[config.mk]
export PLATFORM = sky130hd
export DESIGN_NAME = pipe_hazard_ctrl
export DESIGN_NICKNAME = d
export VERILOG_FILES = /design/src/rtl/pipe_hazard_ctrl.sv
export SDC_FILE = /design/constraint.sdc
export NUM_CORES = 1
export LEC_CHECK = 0
export ABC_AREA = 1
export BUFFER_PORTS_ARGS = -buffer_cell sky130_fd_sc_hd__buf_2
export CAP_MARGIN = 15
export CELL_PAD_IN_SITES_DETAIL_PLACEMENT = 1
export CELL_PAD_IN_SITES_GLOBAL_PLACEMENT = 1
export CORE_MARGIN = 5
export CORE_UTILIZATION = 31
export CTS_BUF_LIST = sky130_fd_sc_hd__clkbuf_16
export DETAILED_ROUTE_END_ITERATION = 6
export GPL_TIMING_DRIVEN = 0
export MAX_ROUTING_LAYER = met4
export PLACE_DENSITY = 0.93
export SLEW_MARGIN = 20
export SYNTH_ARGS = -nofsm -noshare
export SYNTH_HDL_FRONTEND = slang
export SYNTH_SLANG_ARGS = --single-unit
[constraint.sdc]
create_clock -name clk -period 2.1 [get_ports clk]
set_input_delay 0.105 -clock clk [delete_from_list [all_inputs] [get_ports clk]]
set_output_delay 0.105 -clock clk [all_outputs]
set_load 0.01 [all_outputs]
[src/rtl/pipe_hazard_ctrl.sv]
// Pipeline hazard controller: D-stage stall/flush decisions plus an MDU busy tracker.
// Define CTRL_PERF_CNT_EN to add the saturating stall_cnt performance counter.
module pipe_hazard_ctrl (
  input  logic        clk,
  input  logic        reset,
  input  logic [4:0]  D_rs_addr,
  input  logic [4:0]  D_rt_addr,
  input  logic [1:0]  D_rs_tuse,
  input  logic [1:0]  D_rt_tuse,
  input  logic [4:0]  E_wa,
  input  logic [4:0]  M_wa,
  input  logic [1:0]  E_tnew,
  input  logic [1:0]  M_tnew,
  input  logic        D_is_md,
  input  logic        D_is_eret,
  input  logic        E_mtc0_epc,
  input  logic        M_mtc0_epc,
  input  logic        E_md_start,
  input  logic        E_md_is_div,
  input  logic        int_req,
  output logic        F_en,
  output logic        D_en,
  output logic        E_flush,
  output logic        Req,
  output logic        md_busy,
  output logic        stall
`ifdef CTRL_PERF_CNT_EN
  ,
  output logic [31:0] stall_cnt
`endif
);

  typedef enum logic {
    IDLE = 1'b0,
    BUSY = 1'b1
  } md_state_e;

  md_state_e  state_q;
  logic [3:0] cnt_q;
  logic       md_busy_q;

  logic rs_hazard;
  logic rt_hazard;
  logic md_hazard;
  logic eret_hazard;

  // A tuse of 3 (operand unused) can never be exceeded by a 2-bit tnew.
  assign rs_hazard = (D_rs_addr != 5'd0) &&
                     (((D_rs_addr == E_wa) && (E_tnew > D_rs_tuse)) ||
                      ((D_rs_addr == M_wa) && (M_tnew > D_rs_tuse)));
  assign rt_hazard = (D_rt_addr != 5'd0) &&
                     (((D_rt_addr == E_wa) && (E_tnew > D_rt_tuse)) ||
                      ((D_rt_addr == M_wa) && (M_tnew > D_rt_tuse)));
  assign md_hazard   = D_is_md && (md_busy_q || E_md_start);
  assign eret_hazard = D_is_eret && (E_mtc0_epc || M_mtc0_epc);

  assign stall   = rs_hazard | rt_hazard | md_hazard | eret_hazard;
  assign Req     = int_req;
  assign md_busy = md_busy_q;

  // An exception flush always wins over a stall so the handler can be fetched.
  assign F_en    = Req | ~stall;
  assign D_en    = Req | ~stall;
  assign E_flush = ~Req & stall;

  always_ff @(posedge clk) begin
    if (reset) begin
      state_q   <= IDLE;
      cnt_q     <= 4'd0;
      md_busy_q <= 1'b0;
    end else begin
      case (state_q)
        IDLE: begin
          // A start alongside int_req belongs to a squashed instruction.
          if (E_md_start && !int_req) begin
            state_q   <= BUSY;
            cnt_q     <= E_md_is_div ? 4'd10 : 4'd5;
            md_busy_q <= 1'b1;
          end
        end
        BUSY: begin
          if (cnt_q == 4'd1) begin
            state_q   <= IDLE;
            cnt_q     <= 4'd0;
            md_busy_q <= 1'b0;
          end else begin
            cnt_q <= cnt_q - 4'd1;
          end
        end
        default: begin
          state_q   <= IDLE;
          cnt_q     <= 4'd0;
          md_busy_q <= 1'b0;
        end
      endcase
    end
  end

`ifdef CTRL_PERF_CNT_EN
  logic [31:0] stall_cnt_q;
  logic [31:0] stall_cnt_d;

  always_comb begin
    stall_cnt_d = stall_cnt_q;
    if (stall && !Req && (stall_cnt_q != 32'hFFFF_FFFF)) begin
      stall_cnt_d = stall_cnt_q + 32'd1;
    end
  end

  always_ff @(posedge clk) begin
    if (reset) begin
      stall_cnt_q <= 32'd0;
    end else begin
      stall_cnt_q <= stall_cnt_d;
    end
  end

  assign stall_cnt = stall_cnt_q;
`endif

endmodule

==> results.toml, run 1 <==
[run_status]
status = "complete, no violations"

[cells_and_area]
seqCellArea_sq_um = 120
n_fill_cell = 403
fin_cells = 241
drive_gt1_frac = 0.252
finalNetCount = 259
final_cell_area_sq_um = 1230
insertedDiodeCount = 0
area_growth_pct = 35.7
multiInputGateArea_sq_um = 637

[min_path]
hold_class = "input port to flop"

[job]
cap_violations = 0

[clock_tree]
cts_made_buffers = 3
postCtsSetupRepairBufs = 0
clk_pin_slew_worst_paths_ns = 0.03
cts-root-buf = "clkbuf_16"
htreeDepth = 1
clock_path_buffers = 2
clk_latency_ns = 0.23
tritoncts = "built"
ctsResizeCount = 0
hold_buffers = 0
clock_sinks = 6

[global_route]
overflow = 0
grt_pass1_vias = 1143
antenna_found_initial = 0
grt_max_degree = 8
grt_use_total = 0.153
grt_pass1_wl_um = 5030

[logic_synthesis]
synthArstFlopShare = 0
synth.distinct_cells = 19
yosys.area.top_type = "nand2_1"
synth_cells = 165
ys_seq_area_frac = 0.132
synthTopCellsByCount = "nand2_1, inv_1, nor2_1, ha_1, nand3_1"
yosys_warnings = 0
synth.most_common_cell = "nand2_1"
ys_ff_latch = 6
synth_top_area_share = 0.219
synth_flop_cell = "dfxtp_1"
syn-cell-area_sq_um = 907
synthTopCellsByArea = "nand2_1, ha_1, dfxtp_1, inv_1, nor2_1"
syn_area_per_cell_sq_um = 5.50
synth_fp_nets = 212
synth_edf_count = 0

[routing]
wl_per_cell_um = 12.6
first_pass_iters = 4
avgViaCountPerCell = 4.71
route.detailed.drc = 0
detail_route.iter0.violations = 24
vias = 1135
ant_nets = 0
wl_um = 3040

[timing]
slew_headroom = 0.808
hold_slack_ns = 0.0522
hold_viol = 0
max_freq_mhz = 648
finalSetupViolations = 0
skew_ns = 0.00180
tns_ns = 0
grt_setup_unrepaired = "no"
drv_slew = 0
finalCritPeriodShare = 0.735
fin_ws_ns = 0.557
worstMarginPinSlew_ns = 0.288
period_minus_slack_ns = 1.54

[worst_setup_path]
cp.arrival_ns = 1.44
endpoint_kind = "output pin"
crit_type = "input port to output pin"
startpoint_type = "input port"
worstPathMaxFanout = 3
worst_ep_required_time_ns = 2.00

[placement]
placed_area_sq_um = 1160
io_buffer_count = 42
placed_cells = 238
dp_slack_ns = 0.564
gp_congestion = 0.818
dp_hpwl_um = 2600

[floorplan]
coreArea_sq_um = 2780
start_util = 0.326
rows = 19
dieWidth_um = 64.1
dieArea_sq_um = 4110
ioPinCount = 43
fp.dieH_um = 64.1

[power]
p_int_mw = 0.462
p_leak_nw = 0.769
switchingPower_mw = 0.200
p_sw_frac = 0.302
clkPwrFrac = 0.468
combPwrFrac = 0.326
p_per_area_nw_per_um2 = 538
seqPwrFrac = 0.206
ir_worst_vdd_v = 0.000520
==> final timing paths <==
kind,startpoint,endpoint,slack (ns),depth (start not counted)
worst max-delay path,D_rt_tuse[1],F_en,0.56,13
worst min-delay path,reset,cnt_q[0],0.05,2
worst max register to register,cnt_q[0],cnt_q[2],0.89,5
worst min register to register,md_busy,md_busy,0.47,2
==> worst max-delay path: stages <==
cell and delay, ns:
buf_2 0.07, inv_1 0.06, ha_1 0.31, nand2_1 0.08
nand3_1 0.08, nor2_1 0.11, nand3_1 0.08, nand2_1 0.07
nand2_1 0.06, nand3_2 0.08, nand2_2 0.07, buf_4 0.13
buf_2 0.13
==> power groups by stage <==
stage	combinational [mW]	clock [mW]	sequential (mW)
final	0.216	0.310	0.136
after global placement	0.205	0	0.137
after global routing	0.247	0.318	0.137
after detailed placement	0.214	0	0.138
after CTS	0.219	0.315	0.136
after floorplan	0.126	0	0.135
==> cell families (layout without fill, tap and decap cells) <==
family	Yosys count	count (layout)	share of synthesized area
AOI/OAI and AO/OA	21	21	0.124
xor gates and xnor gates	6	6	0.0579
adders and majority gates	10	10	0.138
buffers and inverters	38	83	0.166
DFF	6	6	0.132
and+or+nand+nor	84	84	0.382
==> placed cells by master, fill, tap and decap left out <==
cell / instances
nand2_1: 53
buf_2: 42
inv_1: 32
nor2_1: 14
nand3_1: 10
ha_1: 10
o21ai_0: 8
a21oi_1: 8
xor2_1: 6
dfxtp_1: 6
inv_2: 4
nor3_1: 3
o21ai_1: 3
clkbuf_16: 3
buf_4: 2
and2_1: 1
nand3_2: 1
nand2_2: 1
o211a_1: 1
a211oi_1: 1
nor3b_1: 1
==> flip-flops by register name, indices dropped and copies added (netlist names) <==
| register | flops |
|---|---|
| cnt_q | 4 |
| md_busy | 1 |
| state_q | 1 |
==> metal layers <==
metal,share of wire,routed length [um],vias up,track usage
met4,0.0095,29,0,0.0433
li1,-,-,597,-
met2,0.54,1630,21,0.280
met5,0,0,-,-
met3,0.042,129,6,0.0140
met1,0.41,1250,511,0.175
==> layout make-up <==
type / instances / area share
buffer: 2 / 0.0122
inverter: 36 / 0.110
sequential: 6 / 0.0976
clock buffer: 3 / 0.0610
tap: 31 / 0.0315
multi-input combinational: 121 / 0.517
timing repair buffer: 42 / 0.171
==> metrics by stage <==
stage          power [mW]  utilization
6_report            0.662        0.443
5_1_grt             0.703        0.443
4_1_cts             0.670        0.443
3_5_place_dp        0.351        0.416
3_3_place_gp        0.342        0.416
2_1_floorplan       0.261            -
Power figures use the tool's default switching activity.
==> inputs of run 2 (changes only) <==
--- a/config.mk
+++ b/config.mk
@@ -5,18 +5,18 @@
 export SDC_FILE = /design/constraint.sdc
 export NUM_CORES = 1
 export LEC_CHECK = 0
-export ABC_AREA = 1
+export ABC_AREA = 0
 export BUFFER_PORTS_ARGS = -buffer_cell sky130_fd_sc_hd__buf_2
 export CAP_MARGIN = 15
 export CELL_PAD_IN_SITES_DETAIL_PLACEMENT = 1
 export CELL_PAD_IN_SITES_GLOBAL_PLACEMENT = 1
 export CORE_MARGIN = 5
-export CORE_UTILIZATION = 31
+export CORE_UTILIZATION = 27
 export CTS_BUF_LIST = sky130_fd_sc_hd__clkbuf_16
 export DETAILED_ROUTE_END_ITERATION = 6
 export GPL_TIMING_DRIVEN = 0
 export MAX_ROUTING_LAYER = met4
-export PLACE_DENSITY = 0.93
+export PLACE_DENSITY = 0.85
 export SLEW_MARGIN = 20
 export SYNTH_ARGS = -nofsm -noshare
 export SYNTH_HDL_FRONTEND = slang
==> constraint.sdc (replaced) <==
create_clock -name clk -period 1.28 [get_ports clk]
set_input_delay 0.064 -clock clk [delete_from_list [all_inputs] [get_ports clk]]
set_output_delay 0.064 -clock clk [all_outputs]
set_load 0.01 [all_outputs]
==> results.toml, run 2 <==
[logic_synthesis]
synth_edf_count = 0
synthXorXnorAreaFrac = 0.223
synth-adder-area-share = 0.159
synth-simple-area-share = 0.225
synth_flop_cell = "dfxtp_1"
yosys.area.top_type = "ha_1"
syn-cell-area_sq_um = 786
synthTopCellsByCount = "xnor2_1, ha_1, inv_1, nor2_1, xor2_1"
synth_compound_area_frac = 0.143
synth.distinct_cells = 28
synth_cells = 103
ys_ff_latch = 6
synthArstFlopShare = 0
synth_top_family_by_area = "simple AND/OR/NAND/NOR gates"
synth.most_common_cell = "xnor2_1"
yosys_warnings = 0
ys_seq_area_frac = 0.153
synth_fp_nets = 150
synthTopCellsByArea = "ha_1, dfxtp_1, xnor2_1, xor2_1, inv_1"
synth.area.mux_share = 0.0255
synth_top_area_share = 0.159
syn_area_per_cell_sq_um = 7.63

[timing]
fin_ws_ns = -0.301
finalSetupViolations = 4
grt_setup_unrepaired = "yes"
finalCritPeriodShare = 1.24
worstMarginPinSlew_ns = 0.380
hold_slack_ns = 0.0877
hold_viol = 0
tns_ns = -0.817
skew_ns = 0.000894
slew_headroom = 0.746
period_minus_slack_ns = 1.58
drv_slew = 0
max_freq_mhz = 632

[worst_setup_path]
cpMostUsedCell = "buf_6"
startpoint = "D_rt_tuse[1]"
worst_path_max_delay_cell = "a2111oi_4"
crit_chain = "buf_8 -> inv_12 -> ha_4 -> nor2b_4 -> o21ai_2 -> a2111oi_4 -> o22ai_2 -> a31o_1 -> buf_6 -> buf_6"
crit_type = "input port to output pin"
r2r_start = "cnt_q[0]"
worstPathMaxFanout = 3
crit_path_end = "F_en"
rr_endpoint = "cnt_q[1]"
ff2ff_path_depth = 5
path_delay_family = "compound AO/OA/AOI/OAI gates"
path_buf_inv = 4
crit_cells = 10
slowest_delay_ns = 0.29
cp.arrival_ns = 1.52
endpoint_kind = "output pin"
rrSetupSlack_ns = 0.08
worst_ep_required_time_ns = 1.22
startpoint_type = "input port"

[routing]
ant_nets = 0
wl_um = 3120
avgViaCountPerCell = 5.26
vias = 941
detail_route.iter0.violations = 18
wl_per_cell_um = 17.4
route.detailed.drc = 0
first_pass_iters = 4

[cells_and_area]
utilization = 0.492
finalNetCount = 197
final_common_cell = "buf_2"
final_cell_mix = "buf_2, xnor2_1, nor2_1"
largest_reg_flops = 4
insertedDiodeCount = 0
fin_cells = 179
top_register = "cnt_q"
n_fill_cell = 327
area_growth_pct = 74.2
drive_gt1_frac = 0.514

[clock_tree]
clock_path_buffers = 2
htreeDepth = 1
clk_latency_ns = 0.23
clock_sinks = 6
clk_pin_slew_worst_paths_ns = 0.03
cts_made_buffers = 3
cts-root-buf = "clkbuf_16"
tritoncts = "built"

[min_path]
hold_class = "input port to flop"
min-delay-start = "reset"

[global_route]
overflow = 0
grt_use_total = 0.169
grt_max_degree = 10
grt_pass1_vias = 1112
grt_pass1_wl_um = 5320
antenna_found_initial = 0

[placement]
gp_congestion = 0.848
placed_cells = 176
io_buffer_count = 42
dp_hpwl_um = 2410

[floorplan]
ioPinCount = 43
start_util = 0.283
coreArea_sq_um = 2780
fp.dieH_um = 63.9
dieWidth_um = 63.9
dieArea_sq_um = 4090
rows = 19

[power]
power_mw = 1.18
p_leak_nw = 0.576
p_per_area_nw_per_um2 = 866
ir_worst_vdd_v = 0.000539

[run_status]
violations = "negative setup slack"
status = "finished with violations"

[job]
cap_violations = 0
[run 2: per-layer routing]
metal | up-vias | wire, um | global-route usage
met5 | - | 0 | -
met4 | 0 | 61 | 0.0727
met3 | 8 | 133 | 0.0298
met2 | 31 | 1780 | 0.308
met1 | 450 | 1140 | 0.175
li1 | 452 | - | -
[run 2: power breakdown]
group / internal, mW / switching, mW / total, mW
Sequential: 0.207 / 0.0273 / 0.234
Combinational: 0.223 / 0.221 / 0.444
Clock: 0.401 / 0.106 / 0.507
[run 2: per-stage QoR]
stage / cell area (sq um) / setup WS (ns)
floorplan: 815 / -0.106
detailed placement: 1060 / -0.499
global placement: 1060 / -0.466
global route: 1370 / -0.383
finish: 1370 / -0.301
CTS: 1300 / -0.327
[run 2: how the worst min path moves through the flow]
stage | endpoint | cells after the start | slack (ns)
floorplan | cnt_q[2] | 1 | 0.13
global placement | cnt_q[2] | 2 | 0.31
detailed placement | md_busy | 2 | 0.32
CTS | cnt_q[2] | 2 | 0.09
global route | cnt_q[2] | 2 | 0.10
finish | cnt_q[2] | 2 | 0.09
[run 2: final cells by class]
type / count / area, sq um / area share
plain buffers: 2 / 18.8 / 0.0137
clock buffers: 3 / 75.1 / 0.0548
inverters: 10 / 60.1 / 0.0439
multi-input cells: 84 / 778 / 0.569
flip-flops and latches: 6 / 126 / 0.0923
well taps: 31 / 38.8 / 0.0283
repair buffers: 43 / 272 / 0.198
[run 2: kinds of logic after synthesis]
logic type               after synthesis
AND/OR/NAND/NOR                       34
XOR/XNOR                              20
AO/OA/AOI/OAI                         18
buffers and inverters                 13
adder cells (fa/ha/maj)               10
flip-flops                             6
multiplexers                           2
[run 2: worst reg2reg max path, stage by stage (launching register included)]
cell and delay [ns]:
dfxtp_4 0.38, inv_1 0.05, ha_1 0.28, mux2i_1 0.14, nor2_1 0.06, a211oi_1 0.19
[run 2: timing repair]
| item | CTS | global route |
|---|---|---|
| endpoints found under the setup margin | 10 | 8 |
| resized for setup | 36 | 13 |
| hold buffers | 0 | 0 |
| pin swaps | 15 | 11 |
| setup buffers | 0 | 1 |
| gates cloned | 0 | 0 |
